===== src/rtl/uart_soc_pkg.sv =====
// Shared UART SoC constants: byte width, default word size and the idle timeout
// derived from the 100 MHz system clock.
package uart_soc_pkg;
  localparam int UART_BYTE_W            = 8;
  localparam int DEFAULT_BYTES_PER_WORD = 4;
  localparam int SYS_CLK_HZ             = 100_000_000;
  // 10 ms of line silence abandons a partial word
  localparam int DEFAULT_TIMEOUT_CYCLES = SYS_CLK_HZ / 100;

  function automatic int cnt_w(input int n);
    return (n < 2) ? 1 : $clog2(n);
  endfunction
endpackage


===== src/rtl/uart_rx_idle_timer.sv =====
// Idle down-counter: clr reloads, en counts down, expire pulses (combinationally)
// on the enabled cycle that would go below zero. CYCLES=0 disables it.
module uart_rx_idle_timer
  import uart_soc_pkg::*;
#(
  parameter int CYCLES = 16
) (
  input  logic clk_100MHz,
  input  logic rst,
  input  logic clr,
  input  logic en,
  output logic expire
);
  generate
    if (CYCLES == 0) begin : g_off
      assign expire = 1'b0;
    end else begin : g_cnt
      localparam int            W    = cnt_w(CYCLES);
      localparam logic [W-1:0]  LOAD = W'(CYCLES - 1);
      logic [W-1:0] cnt;

      // clr always wins, so a byte arriving on the expiry cycle suppresses the abort
      assign expire = en && !clr && (cnt == '0);

      always_ff @(posedge clk_100MHz or posedge rst) begin
        if (rst)                cnt <= '0;
        else if (clr || expire) cnt <= LOAD;
        else if (en)            cnt <= cnt - 1'b1;
      end
    end
  endgenerate
endmodule


===== src/rtl/uart_rx_word_assembler.sv =====
// Packs received UART bytes into words with a registered valid/ready output,
// inter-byte timeout abort and a sticky overflow flag for words dropped on stall.
module uart_rx_word_assembler
  import uart_soc_pkg::*;
#(
  parameter int BYTES_PER_WORD = DEFAULT_BYTES_PER_WORD,
  parameter int BYTE_W         = UART_BYTE_W,
  parameter int LSB_FIRST      = 0,
  parameter int TIMEOUT_CYCLES = DEFAULT_TIMEOUT_CYCLES
) (
  input  logic                                   clk_100MHz,
  input  logic                                   rst,
  input  logic                                   byte_valid,
  input  logic [BYTE_W-1:0]                      byte_data,
  output logic [BYTES_PER_WORD*BYTE_W-1:0]       word_data,
  output logic                                   word_valid,
  input  logic                                   word_ready,
  output logic [$clog2(BYTES_PER_WORD+1)-1:0]    byte_count,
  output logic                                   partial_abort,
  output logic                                   overflow,
  input  logic                                   clr_overflow
);
  localparam int             CW   = $clog2(BYTES_PER_WORD + 1);
  localparam logic [CW-1:0]  LAST = CW'(BYTES_PER_WORD - 1);

  logic [BYTES_PER_WORD-1:0][BYTE_W-1:0] asm_q, full;
  logic [CW-1:0] slot;
  logic          is_last, out_free, expire, timer_clr, timer_en;

  assign slot      = (LSB_FIRST != 0) ? byte_count : LAST - byte_count;
  assign is_last   = byte_valid && (byte_count == LAST);
  assign out_free  = !word_valid || word_ready;
  assign timer_clr = byte_valid || (byte_count == '0);
  assign timer_en  = (byte_count != '0);

  // assembly register with the incoming byte merged into its slot
  always_comb begin
    full       = asm_q;
    full[slot] = byte_data;
  end

  uart_rx_idle_timer #(.CYCLES(TIMEOUT_CYCLES)) u_idle (
    .clk_100MHz (clk_100MHz),
    .rst        (rst),
    .clr        (timer_clr),
    .en         (timer_en),
    .expire     (expire)
  );

  always_ff @(posedge clk_100MHz or posedge rst) begin
    if (rst) begin
      asm_q         <= '0;
      byte_count    <= '0;
      word_data     <= '0;
      word_valid    <= 1'b0;
      partial_abort <= 1'b0;
      overflow      <= 1'b0;
    end else begin
      partial_abort <= 1'b0;
      if (clr_overflow)              overflow   <= 1'b0;
      if (word_valid && word_ready)  word_valid <= 1'b0;
      if (byte_valid) begin
        if (is_last) begin
          byte_count <= '0;
          asm_q      <= '0;
          if (out_free) begin
            word_data  <= full;
            word_valid <= 1'b1;
          end else begin
            overflow   <= 1'b1;
          end
        end else begin
          asm_q      <= full;
          byte_count <= byte_count + 1'b1;
        end
      end else if (expire) begin
        byte_count    <= '0;
        asm_q         <= '0;
        partial_abort <= 1'b1;
      end
    end
  end
endmodule


===== config.mk =====
export PLATFORM = sky130hd
export DESIGN_NAME = uart_rx_word_assembler
export DESIGN_NICKNAME = d
export VERILOG_FILES = /design/src/rtl/uart_soc_pkg.sv /design/src/rtl/uart_rx_idle_timer.sv /design/src/rtl/uart_rx_word_assembler.sv
export SDC_FILE = /design/constraint.sdc
export NUM_CORES = 1
export LEC_CHECK = 0
export CORE_ASPECT_RATIO = 1.25
export CORE_MARGIN = 2
export CORE_UTILIZATION = 50
export CTS_CLUSTER_SIZE = 28
export DETAILED_ROUTE_END_ITERATION = 12
export PLACE_DENSITY = 0.75
export SETUP_SLACK_MARGIN = 0.05
export SYNTH_ARGS = -nofsm -noshare
export SYNTH_HDL_FRONTEND = slang
export SYNTH_SLANG_ARGS = --single-unit
export TNS_END_PERCENT = 10

===== constraint.sdc =====
create_clock -name clk_100MHz -period 2.7 [get_ports clk_100MHz]
set_input_delay 0.405 -clock clk_100MHz [delete_from_list [all_inputs] [get_ports clk_100MHz]]
set_output_delay 0.405 -clock clk_100MHz [all_outputs]
set_load 0.02 [all_outputs]

# [After elaboration in Yosys (flattened, before gate mapping)]
# Cells that the tools add are included.
[classes] n_reduce_logical=16 n_lt_le_gt_ge=2 add_sub_neg=3 mux=21 n_eq_ne=1
[ops] cell="2-to-1 mux 32 bit" count=3
[ops] cell="2-to-1 mux 20 bit" count=2
[ops] cell="bitwise mux 32 bit" count=1
[ops] cell="logical NOT 20 bit" count=1
[ops] cell="subtractor 20 x 1 -> 20 bit, second input constant" count=1
[ops] cell="demux 8 bit (select 2 bit)" count=1
[ops] cell="2-to-1 mux 1 bit" count=10
[ops] cell="2-to-1 mux 3 bit" count=3
[ops] cell="2-to-1 mux 8 bit" count=1
[ops] cell="logical AND 1 bit" count=5
[ops] cell="nonzero test 2 bit" count=2
[ops] cell="adder 3 x 1 -> 3 bit, second input constant" count=1
[ops] cell="== test 3 x 2 -> 1 bit, second input constant" count=1
[ops] cell="greater-or-equal comparator 3 x 1 -> 1 bit, second input constant" count=1
[ops] cell="logical NOT 3 bit" count=1
[ops] cell="logical OR 1 bit" count=3
[ops] cell="< comparator 3 bit, second input constant" count=1
[ops] cell="AND reduction 3 bit" count=1
[ops] cell="nonzero test 3 bit" count=1
[ops] cell="subtractor 2 x 3 -> 3 bit, first input constant" count=1
[ops] cell="logical NOT 1 bit" count=2
[totals] inputBits=13 out_inout_bits=38 ff_bits=90 elab_cells=53

# [Logic depth before layout (Yosys ltp)]
# Gate-level depths: netlist (run 1).
[depth] ltp_word=8 mapped_depth=8 depth_no_buf=6

# [Cells and area by module]
# A second synthesis (run 1) with hierarchy kept.
[unflattened] cells_unflattened=339 area_unflattened_um2=4376.7
[modules_own_cells] module="uart_rx_word_assembler" instances=1 seq_area_each_um2=1751.7 cells_per_inst=224 area_each_um2=3305.7
[modules_own_cells] module="uart_rx_idle_timer" instances=1 seq_area_each_um2=500.5 cells_per_inst=115 area_each_um2=1071.0

# [Worst setup path after synthesis (run 1)]
# No wires, ideal clock.
[synth_timing] path_kind="register to register" from="register u_idle.g_cnt.cnt[3]" to="register u_idle.g_cnt.cnt[16]" period_less_slack_ns=2.199 setup_ns=0.069 slack_ns=0.501 t_arrival_ns=2.130 stages_incl_launch_ff=7 required_time_ns=2.631 path_buffers=2 cell_sequence="dfrtp_1 > or4_1 > buf_2 > or3_4 > buf_6 > or4_1 > nand3_1"
[synth_via] elab_chain_len=4 word_cells_on_any_way=7 cone_classes="1 x add/sub; 2 x mux; 4 x reduce/logical"
[synth_rtl] item="from (decl)" line="uart_rx_idle_timer.sv:20" rtl="logic [W-1:0] cnt;"
[synth_rtl] item="from (signal assigned)" line="uart_rx_idle_timer.sv:28" rtl="else if (en) cnt <= cnt - 1'b1;"
[synth_rtl] item="branches (longest 4 deep; another with subtractor 20 x 1 -> 20 bit)"
# Parallel ways; which one is timed is not known. The select of a mux whose other input is x is not followed.
# A chain may end at the register's enable or synchronous reset.

# [Final worst setup path (run 1)]
[layout_timing] from="register u_idle.g_cnt.cnt[8]" to="register asm_q[26] (netlist bit)"
[layout_via] elab_chain_len=3
[layout_rtl] item="logical NOT 20 bit" line="uart_rx_idle_timer.sv:23" rtl="assign expire = en && !clr && (cnt == '0);"
[layout_rtl] item="logical AND 1 bit" line="uart_rx_idle_timer.sv:23"
[layout_rtl] item="nonzero test 2 bit (no source line)"
[layout_rtl] item="to (signal assigned)" line="uart_rx_word_assembler.sv:73" rtl="asm_q <= full;"
[layout_rtl] item="to (decl)" line="uart_rx_word_assembler.sv:26" rtl="logic [BYTES_PER_WORD-1:0][BYTE_W-1:0] asm_q, full;"
# Every way passes these cells.

==> summary.md, run 1 <==
| Metric | Value |
|---|---|
| VDD IR max | `0.499 mV` |
| Worst EP required | `2.93 ns` |
| Avg Cell Area, Syn | `10.3 µm²` |
| Sum Neg Setup Slack | `0 ns` |
| ANT nets after route | `0` |
| Final critical path time including I/O delays and setup | `2.43 ns` |
| Worst slew pin tran | `~0.79 ns` |
| Vias in the first global route | `3,047` |
| Die Wd | `85.2 µm` |
| Total power | `0.00471 W` |
| CP peak stage delay | `0.61 ns` |
| Hold buffer count at cts | `0` |
| Post-Layout Inst Area | `4940 µm²` |
| Leakage | `2.11 nW` |
| Core area | `around 8000 µm²` |
| Critical Path End Type | `flip-flop` |
| Drt total wl | `8.98 mm` |
| Fin crit share | `90.0%` |
| Syn nets | `418` |
| Post_cts resized | `0` |
| Fill cells | `653` |
| Worst Path Class, Setup | `reg -> reg` |
| Synth cell types | `43` |
| GR Overflow Total | `0` |
| Gr usage total | `a little over a fifth` |
| CTS clk-pin slew, worst paths | `0.09 ns` |
| Worst path slowest cell | `or4_1` |
| First-pass GRT wire length | `about 15 mm` |
| Cell Rows | `37` |
| Status | `completed` |
| Min-delay worst type | `in -> async` |
| CTS root buffer | `clkbuf_8` |
| Antenna violations before repair | `0` |
| H-tree depth | `3` |
| Clk_lat worst skew | `approximately 0.36 ns` |
| RSZ-0062 raised after global routing | `false` |
| Via count | `~3.1k` |
| Final Setup Violations | `0` |
| Setup bufs post-CTS | `0` |
| Num ports | `51` |
| Synth Register Bits | `90` |
| Worst slew margin | `a little under half` |
| Power density over the cells | `around 950 nW/µm²` |
| Initial drt markers | `169` |
| Dpl cells | `531` |
| Worst setup SP type | `flip-flop` |
| Clock Path Buffers | `2` |
| Routed length per instance | `16.4 µm` |
| Die area | `8980 µm²` |
| CTS tree | `yes` |
| Area after DPL | `4730 µm²` |
| Post-DP HPWL | `6.19 mm` |
| Synth top area cells | `dfrtp_1 (55%), nand2_1 (6.5%), o21ai_0 (5.5%), mux2i_1 (5.3%), o32ai_1 (4.7%)` |
| Final-report hold violation count | `0` |
| Synthesis Warnings | `0` |
| Critical path arrival | `2.66 ns` |
| DR pass1 iterations | `4` |
| R2r setup slk | `~0.27 ns` |
| CTS Buf Count | `9` |
| Initial core utilization | `50.8%` |
| DIE HEIGHT | `105 µm` |
| Final Non-Filler Cells | `~550` |
| Area leader, netlist | `dfrtp_1` |
| Max Fanout on Critical Path | `34` |
| Synth top area share | `54.7%` |
| Routability congestion estimate | `0.820` |
| Via density | `5.64` |
| P&R area growth vs syn | `20.0%` |
| Synthesized cell area | `approximately 4100 µm²` |
| DRC | `0` |
| Max Cap Viol | `0` |
| Max Clock Freq | `around 410 MHz` |
| Layout net count | `464` |
| Port Buf Inserts | `50` |
| Layout cells sized above 1 | `7.78%` |
| Clock Skew | `0.0133 ns` |
| Largest net degree at the start of global routing | `around 60` |
| CP cell instances | `or4_1 -> nand4bb_1 -> nor4_4 -> buf_12 -> o21ai_0` |
| Antenna diode count | `0` |
| Sinks on Clock Net | `90` |
| Post-Syn Instances | `399` |
| Top cell family by delay on the critical path | `simple AND/OR/NAND/NOR gates` |
| Hold slack | `roughly 0.43 ns` |
| Final Max Slew Viols | `0` |
| Buffers & Inverters on Critical Path | `1` |
| Register area share after synthesis | `approximately 55%` |
per-layer routing:
layer,vias to the layer above,global-route usage [%],share of wire [%]
li1,1502,-,-
met1,1518,26.9,43
met2,51,35.2,52
met3,16,2.74,2.7
met4,0,9.75,2.3
met5,-,0,0
worst reg2reg max path, cell delays in order, from the launching register on:
cell and delay (ns):
dfrtp_1 0.42, or4_1 0.61, nand4bb_1 0.50, nor4_4 0.41, buf_12 0.24, o21ai_0 0.13
path summary, 6_finish.rpt:
path                                                 startpoint                        end  cells past startpoint
worst max-delay path            u_idle.g_cnt.cnt[8]$_DFFE_PP0P_      asm_q[26]$_DFFE_PP0P_                      5
worst min-delay path                                        rst  word_data[28]$_DFFE_PP0P_                      2
worst max register to register  u_idle.g_cnt.cnt[8]$_DFFE_PP0P_      asm_q[26]$_DFFE_PP0P_                      5
worst min register to register        word_data[18]$_DFFE_PP0P_  word_data[18]$_DFFE_PP0P_                      2
max in group asynchronous                                   rst       asm_q[0]$_DFFE_PP0P_                      3
min in group clk_100MHz               word_data[18]$_DFFE_PP0P_  word_data[18]$_DFFE_PP0P_                      2
where the power goes:
part	leakage, nW	switching [W]	total [W]	internal, W
registers	1.13	0.000251	0.00203	0.00178
clock network	0.109	0.000490	0.000955	0.000465
logic	0.871	0.000931	0.00172	0.000793
total	2.11	0.00167	0.00471	0.00304
synth_stat cells, drive strengths merged:
master,instances
a21boi,8
a21oi,4
a2bb2oi,6
a31o,1
and4b,1
buf,6
clkbuf,18
clkinv,1
dfrtp,90
ha,6
inv,24
mux2,4
mux2i,22
nand2,71
nand2b,4
nand3,7
nand3b,1
nand4,1
nand4b,1
nand4bb,1
nor2,10
nor2b,2
nor3,5
nor4,7
o21ai,46
o22ai,1
o2bb2a,2
o311ai,1
o31a,1
o31ai,3
o32a,1
o32ai,22
o41ai,1
or2,1
or3,5
or4,5
xnor2,8
xor2,1
logic make-up after synthesis:
family                     count (synthesis)  synth area share (%)
xor gates and xnor gates                   9                  1.92
DFF                                       90                  54.7
and+or+nand+nor                          122                  14.2
adders and majority gates                  6                  1.82
AOI/OAI and AO/OA                         97                  16.1
buffers and inverters                     49                  4.80
muxes                                     26                  6.44
metrics by stage:
step                util, %  setup slack, ns
floorplan                 -            0.501
global placement       58.4            0.386
detailed placement     58.4            0.337
CTS                    61.0            0.272
global route           61.0            0.154
finish                 61.0            0.269
cells in the final DEF (no fill, tap or decap), types with 2 or more instances in the layout:
master	n
a2bb2oi_1	6
nand3_1	7
a21boi_0	8
o21ai_0	45
o31ai_1	2
nor2_1	10
nor3_1	5
nor2b_1	2
clkdlybuf4s50_1	50
nand2b_1	4
clkinv_4	2
mux2_2	4
or3_1	4
o32ai_1	22
xnor2_1	8
or4_1	5
nand2_1	71
nor4_1	6
buf_4	7
buf_12	2
a21oi_1	4
inv_1	23
ha_1	6
o2bb2a_1	2
dfrtp_1	90
mux2i_1	22
clkbuf_8	10
flip-flops by register name, summed over array words and instances (netlist names):
register and flops:
word_valid 1, u_idle.g_cnt.cnt 20, byte_count 3, partial_abort 1, asm_q 32, word_data 32, overflow 1
cell type report:
type / instances / area (µm²) / area share [%]
clock inverter: 6 / 72.6 / 1.47
inverter: 25 / 97.6 / 1.98
clock buffer: 10 / 138 / 2.79
sequential: 90 / 2250 / 45.6
tap: 97 / 121 / 2.46
multi-input combinational: 260 / 1670 / 33.7
timing repair buffer: 59 / 593 / 12.0
Note: power is estimated with default switching activity, not from simulation.
==> run 2: changes to the inputs <==
--- a/config.mk
+++ b/config.mk
@@ -5,6 +5,7 @@
 export SDC_FILE = /design/constraint.sdc
 export NUM_CORES = 1
 export LEC_CHECK = 0
+export CAP_MARGIN = 20
 export CORE_ASPECT_RATIO = 1.25
 export CORE_MARGIN = 2
 export CORE_UTILIZATION = 50
==> results of run 2 <==
Final layout, timing and power as in run 1 (identical DEF).
